<file path="config.mk">
export PLATFORM = sky130hd
export DESIGN_NAME = data_mem_ctrl
export DESIGN_NICKNAME = d
export VERILOG_FILES = /design/src/rtl/data_mem_ctrl.sv
export SDC_FILE = /design/constraint.sdc
export NUM_CORES = 1
export LEC_CHECK = 0
export ABC_AREA = 0
export BUFFER_PORTS_ARGS = -buffer_cell sky130_fd_sc_hd__buf_2
export CAP_MARGIN = 15
export CORE_MARGIN = 1
export CORE_UTILIZATION = 25
export DETAILED_ROUTE_END_ITERATION = 7
export RECOVER_POWER = 25
export SYNTH_ARGS = -nofsm -noshare
export SYNTH_HDL_FRONTEND = slang
export SYNTH_SLANG_ARGS = --single-unit
</file>
<file path="constraint.sdc">
create_clock -name clk -period 1.58 [get_ports clk]
set_input_delay 0.079 -clock clk [delete_from_list [all_inputs] [get_ports clk]]
set_output_delay 0.079 -clock clk [all_outputs]
set_load 0.02 [all_outputs]
</file>
<file path="src/rtl/data_mem_ctrl.sv">
// data_mem_ctrl: MEM-stage load/store front end to a single-beat external bus.
// An aligned access is latched in IDLE, presented in REQ until bus_ack, and
// released in DONE. A misaligned access only pulses mem_misalign.
// Optional build macro DMEM_TIMEOUT_EN adds a bus-wait timeout with an ABORT
// state and a sticky bus_err flag.
module data_mem_ctrl #(
  parameter int TIMEOUT_CYCLES = 255
) (
  input  logic        clk,
  input  logic        rst_n,
  input  logic        mem_ren,
  input  logic        mem_wen,
  input  logic [31:0] mem_addr,
  input  logic [31:0] mem_dout,
  output logic [31:0] mem_din,
  output logic        mem_stall,
  output logic        mem_misalign,
  output logic        bus_req,
  output logic        bus_we,
  output logic [31:0] bus_addr,
  output logic [31:0] bus_wdata,
  input  logic        bus_ack,
  input  logic [31:0] bus_rdata,
  output logic        bus_err
);

`ifdef DMEM_TIMEOUT_EN
  typedef enum logic [1:0] {S_IDLE, S_REQ, S_DONE, S_ABORT} state_t;
`else
  typedef enum logic [1:0] {S_IDLE, S_REQ, S_DONE} state_t;
`endif

  state_t      state, state_nxt;
  logic [31:0] addr_q, wdata_q;
  logic        we_q;
  logic        access, aligned_acc;
  logic        release_cyc;

  assign access       = mem_ren | mem_wen;
  assign aligned_acc  = access & (mem_addr[1:0] == 2'b00);
  assign mem_misalign = access & (mem_addr[1:0] != 2'b00);

`ifdef DMEM_TIMEOUT_EN
  localparam logic [15:0] TO_LIM = 16'(TIMEOUT_CYCLES);
  logic [15:0] to_cnt;
  logic        to_hit;
  logic        err_q;

  // Timeout fires on the REQ cycle whose miss would bring the count to the limit.
  assign to_hit      = (state == S_REQ) & ~bus_ack & (to_cnt + 16'd1 == TO_LIM);
  assign release_cyc = (state == S_DONE) | (state == S_ABORT);
  assign bus_err     = err_q;

  // Wait counter (cleared on REQ entry) and sticky error flag.
  always_ff @(posedge clk or negedge rst_n) begin
    if (!rst_n) begin
      to_cnt <= '0;
      err_q  <= 1'b0;
    end else begin
      if (state == S_IDLE && aligned_acc) to_cnt <= '0;
      else if (state == S_REQ && !bus_ack) to_cnt <= to_cnt + 16'd1;
      if (to_hit) err_q <= 1'b1;
    end
  end
`else
  logic unused_cfg;
  assign unused_cfg  = ^TIMEOUT_CYCLES;
  assign release_cyc = (state == S_DONE);
  assign bus_err     = 1'b0;
`endif

  // Pipeline is held until the release cycle of the access it is presenting.
  assign mem_stall = aligned_acc & ~release_cyc;
  assign bus_req   = (state == S_REQ);
  assign bus_addr  = addr_q;
  assign bus_wdata = wdata_q;
  assign bus_we    = we_q;

  // State register.
  always_ff @(posedge clk or negedge rst_n) begin
    if (!rst_n) state <= S_IDLE;
    else        state <= state_nxt;
  end

  // Next-state logic.
  always_comb begin
    state_nxt = state;
    case (state)
      S_IDLE: if (aligned_acc) state_nxt = S_REQ;
      S_REQ: begin
        if (bus_ack) state_nxt = S_DONE;
`ifdef DMEM_TIMEOUT_EN
        else if (to_hit) state_nxt = S_ABORT;
`endif
      end
      default: state_nxt = S_IDLE;
    endcase
  end

  // Request latch on IDLE->REQ and read-data capture on a read's ack.
  always_ff @(posedge clk or negedge rst_n) begin
    if (!rst_n) begin
      addr_q  <= '0;
      wdata_q <= '0;
      we_q    <= 1'b0;
      mem_din <= '0;
    end else begin
      if (state == S_IDLE && aligned_acc) begin
        addr_q  <= {mem_addr[31:2], 2'b00};
        wdata_q <= mem_dout;
        we_q    <= mem_wen;
      end
      if (state == S_REQ && bus_ack && !we_q) mem_din <= bus_rdata;
    end
  end

endmodule
</file>
== Word level (Yosys, flattened, before mapping) ==
Index checks and enable logic that the tools add are counted.
Storage, ports and cells
  register bits after elaboration: 97
  input bits: 101
  output and inout port bits: 101
  logic and storage cells: 25
Cells by class
  equality and inequality tests: 4
  muxes and demuxes: 3
  bitwise gates (word level): 5
  reduce and logical (&&, ||, !) cells: 8
Operator list (number)
  $logic_not A2 Y1: 2
  $mux W2: 2
  $pmux W2 S2: 1
  $and A1 B1 Y1: 3
  $logic_and A1 B1 Y1: 3
  $eq A2 B1 Y1 const B: 1
  $eq A2 B2 Y1 const B: 1
  $ne A2 B1 Y1 const B: 1
  $ne A2 B2 Y1 const B: 1
  $reduce_and A2 Y1: 1
  $reduce_bool A2 Y1: 1
  $logic_not A1 Y1: 1
  $not A1 Y1: 1
  $or A1 B1 Y1: 1

== Depth between registers and ports, before layout ==
  depth in word-level cells: 4
  gate-level depth with buffers: 5
  mapped depth without buffers: 3

== Worst setup path after synthesis ==
No wires, ideal clock.
  path type: reg2reg
  from: register state[1]
  to: register addr_q[10] (netlist: bus_addr[10])
  setup time: 125 ps
  arrival: 1526 ps
  required time: 1455 ps
  setup slack: -71 ps
  stages on the path, launching flop included: 5
  buffers on the path: 2
  clock period less this slack: 1651 ps
  cells stage by stage: dfrtp_1 -> or4b_1 -> buf_6 -> buf_12 -> mux2_4
Between the ends
  longest elaborated chain between the ends: 2
RTL lines
  start: declaration: line 33  | state_t state, state_nxt;
  start signal: assignment: line 82  | else state <= state_nxt;
  $logic_not A2 Y1: line 108  | if (state == S_IDLE && aligned_acc) begin
  $logic_and A1 B1 Y1: line 108
  end signal: assignment: line 109  | addr_q <= {mem_addr[31:2], 2'b00};
  end: declaration: line 34  | logic [31:0] addr_q, wdata_q;
Every way passes these cells.
A chain may end at the register's enable or synchronous reset.

== Worst setup path in the final report ==
  from: register state[0]
  to: register addr_q[21] (netlist: bus_addr[21])
The elaborated chain is that of the path after synthesis.

==> impl_metrics.ini <==
[run_status]
status = finished with violations
violations = negative setup slack

[synthesis]
synth_seq_area_share_pct = 61.3
syn_area_um2 = 3960
synth-seq-cells = 97
yosys_most_used_dff = dfrtp_1
async_flop_share_pct = 100
avgSynthCellArea_um2 = 18.2
synthCells = 217
ys_types = 18
synth_edf_count = 0
synth_warnings = 0

[final_layout]
nets = 628
fin_cells = 743
final_util_pct = 43.6
drive_gt1_share_pct = 61.3
syn2layout_area_growth_pct = 68.6
antenna_cells = 0
multi_input_area_um2 = 1510
nFillCells = 1402
post-route-cell-area_um2 = 6670
seqCellArea_um2 = 2430

[drt]
wirelength_um = 10800
met3_length_um = 766
viasPerCell = 4.02
first_pass_iters = 3
route.met2.wl_um = 5400
maxUsedRoutingLayer = met4
drtIter0Drc = 59
vias = 2987
avgRoutedWirePerCell_um = 14.5
postRouteAntennaNets = 0
route.detailed.drc = 0
m1WireLength_um = 4420

[timing]
tns_ns = -3.81
fin_crit_sh_pct = 106
whs_ns = 0.445
relSlewSlack_pct = 35.2
slew_viol_final = 0
timing.fmax_mhz = 598
hold_viol = 0
final.setup_skew_ns = 0.00604
rsz0062_at_grt = true
setup_viol = 89
tightest_slew_ns = 0.973
min_period_ns = 1.67
setup_slack_ns = -0.0936

[global_route]
grtUsageTotal_pct = 13.3
grt_pass1_wl_um = 16600
grt_antenna_before_repair = 0
grt-ovfl-total = 0
grt_max_degree = 51
grt_pass1_vias = 3267

[power_and_ir_drop]
finalPower_mw = 10.0
p_leak_nw = 3.42
peakVddDrop_uv = 759
power_density_nw_per_um2 = 1500

[worst_setup_path]
r2r_setup_slack_ns = -0.09
crit_fanout = 35
path_class = flop to flop
end_kind = flop
cp.arrival_ns = 1.90
required_ns = 1.81
critPathLaunchType = flop

[placed_design]
portBuffers = 198
place_worst_setup_slack_ns = -0.0631
dp.cells = 624
placed_area_um2 = 5170
gp_congestion = 0.733
dp.final_hpwl_um = 6370

[clocking]
clockRootBuffer = clkbuf_16
clock_latency_ns = 0.34
cts.clk_slew.worst_paths_ns = 0.07
cts_tree = done
numCtsBuffers = 9
clockBufferDepth = 2
h-tree-depth = 3
cts_num_sinks = 97

[flow_run]
maxCapViolCount = 0

[die]
die-height_um = 128
core-area_um2 = 15300
rows = 45
num_io_pins = 202
dieWidth_um = 128
dieArea_um2 = 16300
start_util_pct = 25.8

[min_path]
hp-class = input pin to async pin
-- report_power, final --
part           switching [mW]  internal, mW
clock                   0.924          1.19
sequential              0.509          3.36
combinational            2.00          2.05
total                    3.43          6.60
-- cell usage after synthesis (2+ instances only) --
library cell	count	share of area (%)
mux2_4	59	22
mux2_2	34	9.7
dfrtp_1	97	61
nor2_1	3	0.28
buf_12	6	3.0
buf_2	3	0.38
buf_4	3	0.57
mux2_1	2	0.57
-- timing repair --
action	in CTS	in global routing
cloned	2	0
hold endpoints to repair	130	0
hold buffers	97	0
setup endpoints to repair	96	96
resized for setup	26	15
setup buffers	4	0
-- area by class of cell --
cell class                 count  share of cell area (%)
sequential                    97                    36.4
timing repair buffer         311                    32.6
multi-input combinational    107                    22.7
clock buffer                  12                    3.99
tap                          211                    3.96
clock inverter                 4                   0.394
inverter                       1                  0.0563
-- cell usage in the layout (no fill, tap or decap) --
cell and n:
buf_2 195, dfrtp_1 97, dlygate4sd3_1 97, mux2_4 91, clkbuf_16 9, buf_4 7, mux2_2 4, buf_12 4
nor2_1 3, conb_1 3, clkbuf_8 3, clkbuf_1 3, clkinv_2 2, buf_16 2, buf_6 2, inv_1 1
nor2_2 1, a2111oi_4 1, and3b_1 1, nor2b_4 1, or4b_4 1, o31ai_1 1, clkinv_4 1, clkinvlp_4 1
clkbuf_2 1
-- layer usage --
metal,up-vias,track usage [%]
met5,-,0
met1,1463,15.0
li1,1373,-
met3,15,4.09
met4,0,6.02
met2,136,23.2
-- kinds of logic (layout without fill, tap and decap cells) --
family                 Yosys count  in the layout  share of synthesized area [%]
DFF                             97             97                           61.3
and+or+nand+nor                  7              7                           1.08
buffers and inverters           15            328                           4.46
other                            1              3                         0.0948
AOI/OAI and AO/OA                2              2                          0.411
muxes                           95             95                           32.6
-- path summary, 6_finish.rpt --
kind                                  to  cells past startpoint    startpoint
setup / recovery            bus_addr[21]                      3      state[0]
max in group asynchronous  bus_wdata[14]                      3         rst_n
min in group clk               mem_stall                      3   mem_addr[0]
hold / removal             bus_wdata[11]                      2         rst_n
setup reg to reg            bus_addr[21]                      3      state[0]
hold reg to reg             bus_addr[29]                      1  bus_addr[29]
-- flip-flops by register name, indices dropped and copies added, names as in the netlist --
name	flops
bus_we	1
bus_addr	30
state	2
bus_wdata	32
mem_din	32
-- critical path, cell delays in order, from the launching register on --
cell and delay [ns]:
dfrtp_1 0.38, or4b_4 0.59, buf_12 0.22, mux2_4 0.33
Power figures use the tool's default switching activity.
